### src/rtl/data_mem_resp_if.sv
// Request/acknowledge bus between a CPU-side requester and the data memory responder.
interface data_mem_resp_if;
  logic        in_data_mem;   // level request, held until acknowledged
  logic        write_data;    // 1 = write, 0 = read
  logic [3:0]  adr;
  logic [15:0] data_write;
  logic [15:0] data;          // registered read data
  logic        out_data_mem;  // one-cycle acknowledge
  logic        busy;

  modport master (
    output in_data_mem,
    output write_data,
    output adr,
    output data_write,
    input  data,
    input  out_data_mem,
    input  busy
  );

  modport slave (
    input  in_data_mem,
    input  write_data,
    input  adr,
    input  data_write,
    output data,
    output out_data_mem,
    output busy
  );
endinterface

### src/rtl/data_mem_resp.sv
// 16x16 data memory with a fixed-latency request/acknowledge handshake.
// A request is captured in IDLE, waits WAIT_CYCLES busy cycles, performs its
// access on the edge entering ACK, pulses the acknowledge for one cycle, then
// parks in RELEASE until the requester drops its level request.
module data_mem_resp #(
  parameter int unsigned WAIT_CYCLES = 2
) (
  input logic           clk,
  input logic           rst_n,
  data_mem_resp_if.slave bus_io
);

  typedef enum logic [1:0] {StIdle, StBusy, StAck, StRelease} state_e;

  // Counter preload; a zero wait goes straight to ACK so the counter is unused.
  localparam logic [3:0] CntLoad = (WAIT_CYCLES == 0) ? 4'd0 : 4'(WAIT_CYCLES - 1);

  state_e      state_q, state_d;
  logic [3:0]  cnt_q, cnt_d;
  logic [3:0]  adr_q, adr_d;
  logic        wr_q, wr_d;
  logic [15:0] wdata_q, wdata_d;
  logic [15:0] data_q, data_d;
  logic [15:0] mem_q [16];
  logic        enter_ack;
  logic        mem_we;

  // State register plus captured request fields and read data.
  always_ff @(posedge clk or negedge rst_n) begin
    if (!rst_n) begin
      state_q <= StIdle;
      cnt_q   <= 4'd0;
      adr_q   <= 4'd0;
      wr_q    <= 1'b0;
      wdata_q <= 16'h0000;
      data_q  <= 16'h0000;
    end else begin
      state_q <= state_d;
      cnt_q   <= cnt_d;
      adr_q   <= adr_d;
      wr_q    <= wr_d;
      wdata_q <= wdata_d;
      data_q  <= data_d;
    end
  end

  // Next-state, wait counter and request capture.
  always_comb begin
    state_d = state_q;
    cnt_d   = cnt_q;
    adr_d   = adr_q;
    wr_d    = wr_q;
    wdata_d = wdata_q;
    unique case (state_q)
      StIdle: begin
        if (bus_io.in_data_mem) begin
          adr_d   = bus_io.adr;
          wr_d    = bus_io.write_data;
          wdata_d = bus_io.data_write;
          cnt_d   = CntLoad;
          state_d = (WAIT_CYCLES == 0) ? StAck : StBusy;
        end
      end
      StBusy: begin
        if (cnt_q == 4'd0) begin
          state_d = StAck;
        end else begin
          cnt_d = cnt_q - 4'd1;
        end
      end
      StAck: begin
        state_d = StRelease;
      end
      StRelease: begin
        // Wait for the level request to drop so it is not serviced twice.
        if (!bus_io.in_data_mem) begin
          state_d = StIdle;
        end
      end
      default: begin
        state_d = StIdle;
      end
    endcase
  end

  // Memory access happens on the edge entering ACK. The _d copies of the
  // captured fields are used so a zero-wait request is served from the
  // values being captured on that same edge.
  always_comb begin
    enter_ack = (state_d == StAck) && (state_q != StAck);
    mem_we    = enter_ack && wr_d;
    data_d    = data_q;
    if (enter_ack && !wr_d) begin
      data_d = mem_q[adr_d];
    end
  end

  // Storage array; cleared by reset so an abandoned write never lands.
  always_ff @(posedge clk or negedge rst_n) begin
    if (!rst_n) begin
      for (int i = 0; i < 16; i++) begin
        mem_q[i] <= 16'h0000;
      end
    end else if (mem_we) begin
      mem_q[adr_d] <= wdata_d;
    end
  end

  // Outputs are decoded from registered state only.
  always_comb begin
    bus_io.out_data_mem = (state_q == StAck);
    bus_io.busy         = (state_q != StIdle);
    bus_io.data         = data_q;
  end

  // The acknowledge never lasts more than one cycle.
  ack_single_cycle: assert property (
    @(posedge clk) disable iff (!rst_n) bus_io.out_data_mem |=> !bus_io.out_data_mem
  );

  // The acknowledge always implies busy.
  ack_implies_busy: assert property (
    @(posedge clk) disable iff (!rst_n) bus_io.out_data_mem |-> bus_io.busy
  );

endmodule

### src/flat_wrapper.sv
// flat-port wrapper written by rule: the top's interface ports become plain ports
module data_mem_resp_flat 
#(
  parameter int unsigned WAIT_CYCLES = 2
)
  (clk, rst_n, bus_io_in_data_mem, bus_io_write_data, bus_io_adr, bus_io_data_write, bus_io_data, bus_io_out_data_mem, bus_io_busy);
  data_mem_resp_if bus_io_i ();
  input logic clk;
  input logic rst_n;
  input wire logic [$bits(bus_io_i.in_data_mem)-1:0] bus_io_in_data_mem;
  input wire logic [$bits(bus_io_i.write_data)-1:0] bus_io_write_data;
  input wire logic [$bits(bus_io_i.adr)-1:0] bus_io_adr;
  input wire logic [$bits(bus_io_i.data_write)-1:0] bus_io_data_write;
  output wire logic [$bits(bus_io_i.data)-1:0] bus_io_data;
  output wire logic [$bits(bus_io_i.out_data_mem)-1:0] bus_io_out_data_mem;
  output wire logic [$bits(bus_io_i.busy)-1:0] bus_io_busy;
  assign bus_io_i.in_data_mem = bus_io_in_data_mem;
  assign bus_io_i.write_data = bus_io_write_data;
  assign bus_io_i.adr = bus_io_adr;
  assign bus_io_i.data_write = bus_io_data_write;
  assign bus_io_data = bus_io_i.data;
  assign bus_io_out_data_mem = bus_io_i.out_data_mem;
  assign bus_io_busy = bus_io_i.busy;
  data_mem_resp #(.WAIT_CYCLES(WAIT_CYCLES)) u_core (.clk(clk), .rst_n(rst_n), .bus_io(bus_io_i));
endmodule
### config.mk
export PLATFORM = sky130hd
export DESIGN_NAME = data_mem_resp_flat
export DESIGN_NICKNAME = d
export VERILOG_FILES = /design/src/rtl/data_mem_resp_if.sv /design/src/rtl/data_mem_resp.sv /design/src/flat_wrapper.sv
export SDC_FILE = /design/constraint.sdc
export NUM_CORES = 1
export LEC_CHECK = 0
export CORE_ASPECT_RATIO = 0.7
export CORE_UTILIZATION = 40
export CTS_CLUSTER_DIAMETER = 40
export CTS_CLUSTER_SIZE = 25
export DETAILED_ROUTE_END_ITERATION = 8
export GPL_TIMING_DRIVEN = 0
export SLEW_MARGIN = 5
export SYNTH_ARGS = -nofsm -noshare
export SYNTH_HDL_FRONTEND = slang
export SYNTH_SLANG_ARGS = --single-unit
### constraint.sdc
create_clock -name clk -period 2.4 [get_ports clk]
set_clock_uncertainty 0.1 [all_clocks]
set_input_delay 0.6 -clock clk [delete_from_list [all_inputs] [get_ports clk]]
set_output_delay 0.6 -clock clk [all_outputs]
set_load 0.02 [all_outputs]
# Word level (Yosys, flattened, before mapping)
# Cells that the tools add are included.
# W data, S select, Z words.
[word_totals] register_bits=299 word_cells=62
[op_classes] n_mux=19 n_lt_le_gt_ge=2 n_bitwise=1 addsub=1 n_reduce_logical=10 n_eq_ne=7
[ops] cell="$bwmux W256" n=1
[ops] cell="$mux W16" n=5
[ops] cell="$bmux W16 S4" n=1
[ops] cell="$demux W16 S4" n=1
[ops] cell="$mux W4" n=4
[ops] cell="$pmux W2 S4" n=1
[ops] cell="$pmux W4 S2" n=1
[ops] cell="$eq A2 B2 Y1 const B" n=3
[ops] cell="$mux W2" n=3
[ops] cell="$ne A2 B2 Y1 const B" n=3
[ops] cell="$ge A5 B5 Y1 const B" n=1
[ops] cell="$lt A5 B1 Y1 const B" n=1
[ops] cell="$not A4 Y5" n=1
[ops] cell="$logic_and A1 B1 Y1" n=4
[ops] cell="$logic_not A4 Y1" n=1
[ops] cell="$reduce_bool A2 Y1" n=2
[ops] cell="$sub A4 B1 Y4 const B" n=1
[ops] cell="$reduce_and A3 Y1" n=1
[ops] cell="$eq A2 B1 Y1 const B" n=1
[ops] cell="$logic_not A2 Y1" n=1
[ops] cell="$mux W1" n=2
[ops] cell="$logic_not A1 Y1" n=1

# Logic depth before layout (Yosys ltp)
# Gate-level depths: netlist of the first run.
[depth] depth_word=8 mapped_depth=10

# Worst setup path before layout of the first run
# Ideal clock, no wire load.
[synth_timing] path_type="register -> register" start="register u_core.cnt_q[0]" end="register u_core.mem_q[193] in the netlist's numbering" path_buffers=2 slack_ns=-0.219 t_arrival_ns=2.382 required_time_ns=2.163 stages_incl_launch_ff=9 path_cell_list="dfrtp_1 > inv_1 > ha_1 > nor3b_2 > nand4b_1 > buf_2 > nor4_4 > clkbuf_1 > a21oi_1"
[synth_between] elab_chain_len=6
[synth_rtl] item="from (decl)" line_no="data_mem_resp.sv:19" text="logic [3:0] cnt_q, cnt_d;"
[synth_rtl] item="from (signal assigned)" line_no="data_mem_resp.sv:39" text="cnt_q <= cnt_d;"
[synth_rtl] item="$logic_not A4 Y1" line_no="data_mem_resp.sv:65" text="if (cnt_q == 4'd0) begin"
[synth_rtl] item="$mux W2" line_no="data_mem_resp.sv:65"
[synth_rtl] item="$pmux W2 S4" line_no="data_mem_resp.sv:54" text="unique case (state_q)"
[synth_rtl] item="$eq A2 B2 Y1" line_no="data_mem_resp.sv:90" text="enter_ack = (state_d == StAck) && (state_q != StAck);"
[synth_rtl] item="$logic_and A1 B1 Y1" line_no="data_mem_resp.sv:90"
[synth_rtl] item="$logic_and A1 B1 Y1" line_no="data_mem_resp.sv:91" text="mem_we = enter_ack && wr_d;"
[synth_rtl] item="to (signal, indexed assignment)" line_no="data_mem_resp.sv:105" text="mem_q[adr_d] <= wdata_d;"
[synth_rtl] item="to (decl)" line_no="data_mem_resp.sv:24" text="logic [15:0] mem_q [16];"
# No other way between the ends.
# A chain may end at the register's enable or synchronous reset.

# Final worst setup path of the first run
[layout_timing] start="register u_core.state_q[0]" end="register u_core.mem_q[122] in the netlist's numbering"
[layout_between] elab_chain_len=8 word_cells_on_any_way=22 cone_classes="2 x order compare; 5 x eq/ne; 10 x mux; 1 x bitwise; 4 x reduce/logical"
[layout_rtl] item="from (decl)" line_no="data_mem_resp.sv:18" text="state_e state_q, state_d;"
[layout_rtl] item="from (signal assigned)" line_no="data_mem_resp.sv:31" text="state_q <= StIdle;"
[layout_rtl] item="from (signal assigned)" line_no="data_mem_resp.sv:38" text="state_q <= state_d;"
[layout_rtl] item="$logic_not A2 Y1" line_no="data_mem_resp.sv:54"
[layout_rtl] item="$mux W4" line_no="data_mem_resp.sv:54"
[layout_rtl] item="$not A4 Y5 (implied by the code)" line_no="data_mem_resp.sv:105"
[layout_rtl] item="$ge A5 B5 Y1 (implied by the code) or $lt A5 B1 Y1 (tied branches)" line_no="data_mem_resp.sv:105"
[layout_rtl] item="$logic_and A1 B1 Y1 (implied by the code)" line_no="data_mem_resp.sv:105"
[layout_rtl] item="$mux W16 (implied by the code)" line_no="data_mem_resp.sv:105"
[layout_rtl] item="$demux W16 S4" line_no="data_mem_resp.sv:105"
[layout_rtl] item="$bwmux W256" line_no="data_mem_resp.sv:105"
# Several ways; a longest one is shown, not always the timed one.

==> results of run 1 <==
-- cells by family after synthesis --
family                     count (synthesis)
buffers and inverters                    179
adders and majority gates                  2
xor gates and xnor gates                   2
muxes                                    149
AOI/OAI and AO/OA                        410
and+or+nand+nor                          315
DFF                                      299
-- worst min path at each step --
stage | start | to | depth (start not counted)
3_5_place_dp | u_core.mem_q[4] | u_core.mem_q[4] | 1
4_1_cts | rst_n | u_core.cnt_q[3] | 1
3_3_place_gp | u_core.mem_q[78] | u_core.mem_q[78] | 1
5_1_grt | rst_n | u_core.cnt_q[3] | 1
2_1_floorplan | rst_n | u_core.adr_q[0] | 0
6_report | rst_n | u_core.cnt_q[3] | 1
-- metrics by stage --
step	TNS, ps	hold WS, ps	instance area, sq um	worst slack, ps	instances
detailed placement	-333540	390	15500	-1400	1872
global route	-46060	75.6	21200	-298	2069
CTS	-3710	36.7	19000	-159	2027
finish	-33880	8.96	21200	-265	2069
floorplan	-6170	204	14400	-109	1356
global placement	-4049300	384	15400	-12480	1869
-- registers in the layout, indices dropped and copies added, names as in the netlist --
signal              cells
u_core.mem_q          256
u_core.bus_io.data     16
u_core.wdata_q         16
u_core.adr_q            4
u_core.cnt_q            4
u_core.state_q          2
u_core.wr_q             1
-- timing repair --
action,in CTS,in global routing
hold endpoints to repair,0,0
pin swaps,55,43
setup endpoints to repair,287,273
gates resized for setup,367,475
buffers inserted,85,25
cloned,14,25
-- synthesized netlist by cell type (all sizes together) (4+ instances only) --
library cell  instances
inv                  59
mux2i                36
nor2b                18
nor4b                 4
mux4                 16
nand2b                5
a221oi               16
a31oi                16
mux2                 97
nor4                 13
o21ai                40
dfrtp               299
buf                  59
nand2                46
o211ai              112
clkbuf               61
a21oi               192
nor2                220
a2111oi              16
a41oi                16
-- routing by layer --
metal	up-vias	wire length [um]
met4	0	2270
li1	5305	-
met1	6546	25000
met5	-	0
met3	189	7280
met2	904	25000
-- power groups by stage --
stage                     combinational (uW)  sequential (uW)  clock, uW
final                                  13800             8660       5340
after global routing                   14400             8810       5560
after CTS                              11600             8260       5320
after detailed placement                9120             8230          0
after global placement                  8940             8220          0
after floorplan                         6210             8020          0
-- layout make-up --
class / count / area, sq um / share of cell area [%]
timing repair buffer: 187 / 2440 / 11.5
inverter: 59 / 243 / 1.14
multi-input combinational: 878 / 7950 / 37.4
timing repair inverter: 1 / 20.0 / 0.0943
clock inverter: 23 / 214 / 1.01
tap: 472 / 591 / 2.78
buffer: 111 / 1400 / 6.58
sequential: 299 / 7480 / 35.2
clock buffer: 39 / 901 / 4.24
==> flow_metrics.tcl, run 1 <==
set metrics [dict create \
    p_comb_share_pct 49.6 \
    grt_use_total_pct 29.5 \
    mappedNetlistArea_sq_um 14100 \
    cellInternalPower_uw 16000 \
    via_per_inst 6.26 \
    yosys_warnings 0 \
    ys.flop_type "dfrtp_1" \
    leakagePower_uw 0.00897 \
    power_frac_clock_pct 19.2 \
    seqPwrFrac_pct 31.1 \
    critPathSlowestCell "or3b_4" \
    syn_nets 1382 \
    worstSetupEndpoint "u_core.mem_q[122]" \
    fin_ws_ps -265 \
    use_met1_pct 43.7 \
    path_cells "or3b_4 -> a21boi_4 -> buf_12 -> inv_16 -> buf_16 -> nor4_4 -> buf_6 -> buf_12 -> buf_12 -> nor2_2 -> a21oi_1" \
    endpoint_kind "register" \
    yosys.area.top_type_share_pct 53.0 \
    period_minus_slack_ps 2660 \
    netlist_top_cells_area "dfrtp_1 (53%), a21oi_1 (6.8%), mux2_2 (6.4%)" \
    fin_crit_sh_pct 111 \
    worst_pin_slew_ps 778 \
    max-cap-violations 0 \
    nets 1598 \
    rows 57 \
    final_layout_size_suffix_gt1_share_pct 48.2 \
    synthArstFlopShare_pct 100 \
    synthXorXnorAreaFrac_pct 0.124 \
    grtUsageMet3_pct 9.13 \
    syn_to_final_growth_pct 50.3 \
    startpoint_type "register" \
    r2r_cells 11 \
    outcome "finished with violations" \
    critPathMaxStageDelay_ps 460 \
    hp-class "input port to async pin" \
    synth_top_family_by_area "compound AO/OA/AOI/OAI gates" \
    numPortBuffers 41 \
    die_area_sq_um 36100 \
    finalPower_uw 27800 \
    die_x_um 227 \
    crit_cells 11 \
    num_vias 12944 \
    clk_pin_slew_worst_paths_ps 70 \
    routed_wl_um 59600 \
    crit_top_cell "buf_12" \
    arrival_ps 3040 \
    worstPathRequired_ps 2770 \
    route.detailed.drc 0 \
    netSwitchingFraction_pct 42.4 \
    wire_per_inst_um 28.8 \
    max_freq_ghz 0.375 \
    met2_usage_pct 40.5 \
    ctsHtreeMaxLevel 2 \
    syn_area_per_cell_sq_um 10.4 \
    syn_inst 1356 \
    gr-total-overflow 0 \
    finalHoldViolCount 0 \
    grt_start_max_net_pins 115 \
    synthAdderAreaFrac_pct 0.177 \
    clock-root-buffer "clkbuf_16" \
    utilization_pct 61.1 \
    startpoint "u_core.state_q[0]" \
    synth-seq-cells 299 \
    timing.rr.end "u_core.mem_q[122]" \
    core_sq_um 34700 \
    io_pins 42 \
    clkLatencyLatePin_ps 550 \
    grt_pass1_vias 12205 \
    cp_num_buf_inv 6 \
    fillers 2642 \
    synth_edf_count 0 \
    holdBufCountCts 0 \
    ir_drop_mv 0.788 \
    worstPathMaxFanout 7 \
    start_util_pct 40.7 \
    layout_commonest_cell "dfrtp_1" \
    routabilityCongestion 0.946 \
    tritoncts "done" \
    path_delay_family "buffers and inverters" \
    clock_path_buffers 3 \
    ys_seq_area_share_pct 53.0 \
    diodes 0 \
    drt_first_pass_iters 5 \
    cts_buffers 35 \
    mostFrequentLayoutCells "dfrtp_1 (297), a21oi_2 (116), o211ai_1 (112)" \
    critPathKind "register to register" \
    rr_startpoint "u_core.state_q[0]" \
    violations "setup timing" \
    setup_viol 255 \
    synth.distinct_cells 39 \
    grt_pass1_wl_um 78100 \
    drtIter0Drc 1559 \
    grt_antenna_before_repair 1 \
    switchingPower_uw 11800 \
    yosysTopAreaCell "dfrtp_1" \
    dp_hpwl_um 33400 \
    rsz0062_at_grt "true" \
    grt_busiest_layer "met1" \
    die_height_um 159 \
    power_density_nw_per_um2 1310 \
    muxShareOfSynthArea_pct 12.8 \
    drt.antenna.violating_nets 0 \
    synth_compound_area_share_pct 18.0 \
    drv_slew 0 \
    slew_headroom_pct 48.1 \
    yosys.area_share.simple_pct 10.6 \
    worst-r2r-setup-slack_ps -260 \
    clock_sinks 299 \
]
No activity file was read; power rests on OpenSTA's default activity.
==> inputs of run 2 (changes only) <==
--- a/config.mk
+++ b/config.mk
@@ -8,9 +8,10 @@
 export CORE_ASPECT_RATIO = 0.7
 export CORE_UTILIZATION = 40
 export CTS_CLUSTER_DIAMETER = 40
-export CTS_CLUSTER_SIZE = 25
+export CTS_CLUSTER_SIZE = 8
 export DETAILED_ROUTE_END_ITERATION = 8
 export GPL_TIMING_DRIVEN = 0
+export REMOVE_ABC_BUFFERS = 1
 export SLEW_MARGIN = 5
 export SYNTH_ARGS = -nofsm -noshare
 export SYNTH_HDL_FRONTEND = slang
==> constraint.sdc (replaced) <==
create_clock -name clk -period 3.4 [get_ports clk]
set_clock_uncertainty 0.1 [all_clocks]
set_input_delay 0.85 -clock clk [delete_from_list [all_inputs] [get_ports clk]]
set_output_delay 0.85 -clock clk [all_outputs]
set_load 0.02 [all_outputs]
==> run 2 against run 1 <==
Compared with the run above:
- the run now ends clean
- clock power shrank 20%
- critical path depth is 1 lower
- cell count fell by 7.9%
- design area shrank 18%
- first-iteration DRC count fell by 38%
- critical path type is now input port to register
- largest power group unchanged
==> flow_metrics.tcl, run 2 (synthesized netlist as in run 1, its figures left out) <==
set metrics [dict create \
    slew_headroom_pct 14.8 \
    cellInternalPower_uw 10400 \
    endpoint_kind "register" \
    clock_path_buffers 3 \
    worstSetupEndpoint "u_core.mem_q[71]" \
    path_cells "buf_4 -> buf_12 -> nand4bb_4 -> buf_16 -> a21boi_4 -> buf_4 -> buf_16 -> nor4_4 -> buf_6 -> mux2_2" \
    critPathKind "input port to register" \
    grt_use_total_pct 23.1 \
    switchingPower_uw 6110 \
    holdWs_ps 157 \
    worst-r2r-setup-slack_ps 250 \
    cts_buffers 46 \
    setup_viol 0 \
    clkLatencyLatePin_ps 550 \
    arrival_ps 3620 \
    nets 1445 \
    multiInputGateArea_sq_um 6130 \
    place_inst 1805 \
    grt_pass1_vias 10582 \
    start_util_pct 40.7 \
    wire_per_inst_um 21.3 \
    seqPwrFrac_pct 35.4 \
    ff_latch_area_sq_um 7480 \
    rr_startpoint "u_core.state_q[1]" \
    gr-total-overflow 0 \
    fin_crit_sh_pct 96.9 \
    leakagePower_uw 0.00756 \
    die_area_sq_um 36100 \
    regMostFlops "u_core.mem_q" \
    power_density_nw_per_um2 948 \
    io_pins 42 \
    drt.antenna.violating_nets 0 \
    clk_pin_slew_worst_paths_ps 50 \
    clock_sinks 299 \
    final_layout_size_suffix_gt1_share_pct 20.6 \
    finalPower_uw 16500 \
    ir_drop_mv 0.491 \
    grt_start_max_net_pins 117 \
    core_sq_um 34700 \
    rsz0062_at_grt "false" \
    numPortBuffers 41 \
    instances_no_fill 1906 \
    outcome "finished, final reports clean" \
    rows 57 \
    fillers 3020 \
    finalHoldViolCount 0 \
    grt_pass1_wl_um 63100 \
    p_comb_share_pct 38.9 \
    route.detailed.drc 0 \
    largest_reg_flops 256 \
    worst_pin_slew_ps 1240 \
    startpoint_type "input port" \
    period_minus_slack_ps 3290 \
    via_per_inst 5.60 \
    dp_hpwl_um 26200 \
    power_frac_clock_pct 25.8 \
    ctsHtreeMaxLevel 2 \
    holdBufCountCts 0 \
    worstPathMaxFanout 28 \
    drt_first_pass_iters 5 \
    grt_antenna_before_repair 0 \
    num_vias 10683 \
    worstPathRequired_ps 3720 \
    routabilityCongestion 0.778 \
    critPathMaxStageDelay_ps 600 \
    tritoncts "done" \
    layout_commonest_cell "dfrtp_1" \
    syn_to_final_growth_pct 23.1 \
    utilization_pct 50.1 \
    timing.rr.end "u_core.mem_q[71]" \
    max_freq_ghz 0.304 \
    mostFrequentLayoutCells "dfrtp_1 (298), nor2_1 (216), a21oi_1 (192)" \
    hp-class "input port to async pin" \
    clock-root-buffer "clkbuf_16" \
    r2r_cells 8 \
    netSwitchingFraction_pct 37.1 \
    critPathSlowestCell "nor4_4" \
    die_x_um 227 \
    diodes 0 \
    die_height_um 159 \
    drv_slew 0 \
    max-cap-violations 0 \
    startpoint "bus_io_adr[0]" \
    routed_wl_um 40500 \
    drtIter0Drc 970 \
]
==> run 2: cell count changes in the layout (fill, tap and decap cells not counted), sizes merged <==
cell | before | now
buf | 192 | 95
bufbuf | 0 | 1
bufinv | 1 | 0
clkbuf | 105 | 61
clkdlybuf4s15 | 2 | 0
clkdlybuf4s50 | 36 | 37
clkinv | 6 | 1
clkinvlp | 5 | 1
dlygate4sd2 | 2 | 1
inv | 71 | 59
or3b | 1 | 2
==> run 2: what timing repair did <==
action                                  4_1_cts  5_1_grt
cloned                                        2        0
buffers inserted                             27        9
pin swaps                                    16        2
endpoints found under the setup margin      284       35
resized for setup                            28        1
==> run 2: worst min path at each step <==
stage / startpoint / end / slack (ps) / cells past startpoint
floorplan: u_core.mem_q[1] / u_core.mem_q[1] / 370 / 1
global placement: u_core.mem_q[192] / u_core.mem_q[192] / 380 / 1
detailed placement: u_core.mem_q[74] / u_core.mem_q[74] / 390 / 1
CTS: rst_n / u_core.wdata_q[15] / 180 / 1
global route: rst_n / u_core.wdata_q[15] / 200 / 1
finish: rst_n / u_core.mem_q[15] / 160 / 1
==> run 2: routing by layer <==
layer  vias up  part of all wire [%]  wire length, um  GRT usage, %
met3        71                   7.6             3090          5.41
met2       386                    43            17300          32.6
met4         0                   2.5             1030          6.94
met1      5262                    47            19100          34.9
li1       4964                     -                -             -
met5         -                     0                0             0
==> run 2: critical path: cells and delay by family <==
| kind | cells | cell delay, ps |
|---|---|---|
| compound gates | 1 | 170 |
| simple gates | 2 | 770 |
| mux | 1 | 340 |
| buf+inv | 6 | 1430 |
==> run 2: per-stage QoR <==
stage                     area (sq um)   TNS, ps  setup slack, ps
final                            17400         0              105
after global routing             17400         0             23.6
after CTS                        17300         0             9.47
after detailed placement         15600   -451120            -2150
after global placement           14600         -           -25090
after floorplan                  13600  -2877150           -10570
==> run 2: layout make-up <==
| cell class | instances | share of cell area, % |
|---|---|---|
| Multi-Input combinational cell | 879 | 35.2 |
| Sequential cell | 299 | 43.0 |
| Timing Repair Buffer | 134 | 9.23 |
| Clock inverter | 2 | 0.0935 |
| Tap cell | 472 | 3.40 |
| Clock buffer | 61 | 7.66 |
| Inverter | 59 | 1.35 |
==> run 2: power groups by stage <==
stage	Clock (uW)	Sequential [uW]	Combinational, uW
6_report	4250	5830	6410
5_1_grt	4510	6020	6940
4_1_cts	4330	5830	6350
3_5_place_dp	0	5830	6120
3_3_place_gp	0	5810	5300
2_1_floorplan	0	5710	3900
==> inputs of run 3 (changes only) <==
--- a/config.mk
+++ b/config.mk
@@ -6,8 +6,9 @@
 export NUM_CORES = 1
 export LEC_CHECK = 0
 export CORE_ASPECT_RATIO = 0.7
+export CORE_MARGIN = 5
 export CORE_UTILIZATION = 40
-export CTS_CLUSTER_DIAMETER = 40
+export CTS_CLUSTER_DIAMETER = 150
 export CTS_CLUSTER_SIZE = 8
 export DETAILED_ROUTE_END_ITERATION = 8
 export GPL_TIMING_DRIVEN = 0
==> run 3 against run 2 <==
Compared with the run above:
- design area shrank 1.9%
- cell count shrank 1.4%
- global-route usage shrank 2.4 points
- sequential power is essentially flat
- hold slack gained 93 ps
- combinational power shrank 0.8%
- worst setup slack gained 49 ps
- wire length grew 1.5%
- flip-flop and latch count is the same
- non-clock buffer count shrank 10
- fmax grew 1.5%
- critical path type is now register to register
==> flow_metrics.tcl, run 3 (synthesized netlist as in run 1, its figures left out) <==
set metrics [dict create \
    outcome "finished, final reports clean" \
    syn_to_final_growth_pct 20.7 \
    place_inst 1806 \
    arrival_ps 3590 \
    worstPathRequired_ps 3750 \
    multiInputGateArea_sq_um 6120 \
    drtIter0Drc 948 \
    cts_buffers 43 \
    final_layout_size_suffix_gt1_share_pct 19.8 \
    fin_ws_ps 154 \
    nets 1432 \
    via_per_inst 5.75 \
    max_freq_ghz 0.308 \
    wire_per_inst_um 21.9 \
    ff_latch_area_sq_um 7480 \
    power_density_nw_per_um2 937 \
    regMostFlops "u_core.mem_q" \
    finalHoldViolCount 0 \
    instances_no_fill 1879 \
    die_x_um 235 \
    layout_commonest_cell "dfrtp_1" \
    route.detailed.drc 0 \
    clock_sinks 299 \
    grt_pass1_vias 10864 \
    rsz0062_at_grt "false" \
    clk_pin_slew_worst_paths_ps 50 \
    grt_pass1_wl_um 64400 \
    hp-class "input port to async pin" \
    io_pins 42 \
    utilization_pct 49.0 \
    dp_hpwl_um 26500 \
    ctsHtreeMaxLevel 2 \
    mostFrequentLayoutCells "dfrtp_1 (298), nor2_1 (216), a21oi_1 (192)" \
    setup_viol 0 \
    numPortBuffers 41 \
    worst_pin_slew_ps 1250 \
    grt_use_total_pct 20.7 \
    worstPathMaxFanout 38 \
    num_vias 10796 \
    clock_path_buffers 3 \
    core_sq_um 34800 \
    endpoint_kind "register" \
    leakagePower_uw 0.00740 \
    start_util_pct 40.6 \
    grt_start_max_net_pins 117 \
    ir_drop_mv 0.469 \
    clkLatencyLatePin_ps 540 \
    drt_first_pass_iters 5 \
    drv_slew 0 \
    drt.antenna.violating_nets 0 \
    diodes 0 \
    largest_reg_flops 256 \
    die_height_um 167 \
    critPathKind "register to register" \
    period_minus_slack_ps 3250 \
    place_ws_ps -2070 \
    slew_headroom_pct 14.4 \
    die_area_sq_um 39200 \
    routabilityCongestion 0.755 \
    fin_crit_sh_pct 95.5 \
    routed_wl_um 41200 \
    startpoint_type "register" \
    tritoncts "done" \
    holdWs_ps 251 \
    gr-total-overflow 0 \
    max-cap-violations 0 \
    fillers 3145 \
    rows 57 \
    grt_antenna_before_repair 0 \
    clock-root-buffer "clkbuf_16" \
]
==> run 3: changes by cell type in the layout (fill, tap and decap cells not counted), moves of 4 or more <==
cell,delta
buf_4,-7
buf_8,-6
clkbuf_1,-6
clkbuf_8,-6
mux2i_2,+6
clkbuf_16,-4
==> run 3: per-stage QoR <==
| step | setup TNS, ps | instance area (sq um) | total power [uW] |
|---|---|---|---|
| after floorplan | -2877150 | 13600 | 9610 |
| after global placement | - | 14600 | 11100 |
| after detailed placement | -445450 | 15600 | 11900 |
| after CTS | 0 | 17000 | 16000 |
| after global routing | 0 | 17100 | 16900 |
| final | 0 | 17100 | 16000 |
==> run 3: power by group <==
group	leakage (uW)	internal, uW	total [uW]	switching, uW
logic	0.00309	2670	6360	3690
registers	0.00376	4970	5850	878
clock network	0.000555	2300	3760	1460
total	0.00740	9950	16000	6030
==> run 3: worst paths after layout <==
check | end | start | depth (start not counted) | slack (ps)
max in group asynchronous | u_core.wdata_q[2] | rst_n | 3 | 1490
min | u_core.mem_q[28] | rst_n | 1 | 250
max reg2reg | u_core.mem_q[223] | u_core.state_q[0] | 9 | 150
min reg2reg | u_core.mem_q[4] | u_core.mem_q[4] | 1 | 400
min in group clk | u_core.mem_q[4] | u_core.mem_q[4] | 1 | 400
max | u_core.mem_q[223] | u_core.state_q[0] | 9 | 150
==> run 3: area by class of cell <==
class | count | area share, %
sequential | 299 | 43.9
tap | 472 | 3.46
clock inverter | 1 | 0.0440
multi-input combinational | 879 | 35.9
inverter | 59 | 1.39
clock buffer | 45 | 6.60
timing repair buffer | 124 | 8.75
==> run 3: critical path, stage by stage, from the launching register on <==
cell       delay, ps
dfrtp_1          530
or3b_4           600
a21boi_4         230
buf_12           240
inv_12           130
bufbuf_16        350
nor4_4           490
buf_6            250
nor2_1            60
a21oi_1          140
==> run 3: metal layers <==
layer | GRT usage (%) | part of all wire [%] | routed length [um] | up-vias
li1 | - | - | - | 4927
met1 | 30.8 | 46 | 19000 | 5374
met2 | 29.9 | 43 | 17700 | 400
met3 | 4.72 | 7.7 | 3170 | 95
met4 | 7.00 | 3.0 | 1220 | 0
met5 | 0 | 0 | 0 | -
==> run 3: timing repair <==
item	CTS	global route
gates resized for setup	28	6
hold buffers	0	0
pin swaps	15	3
endpoints found under the setup margin	285	125
buffers inserted	21	4
gates cloned	2	0
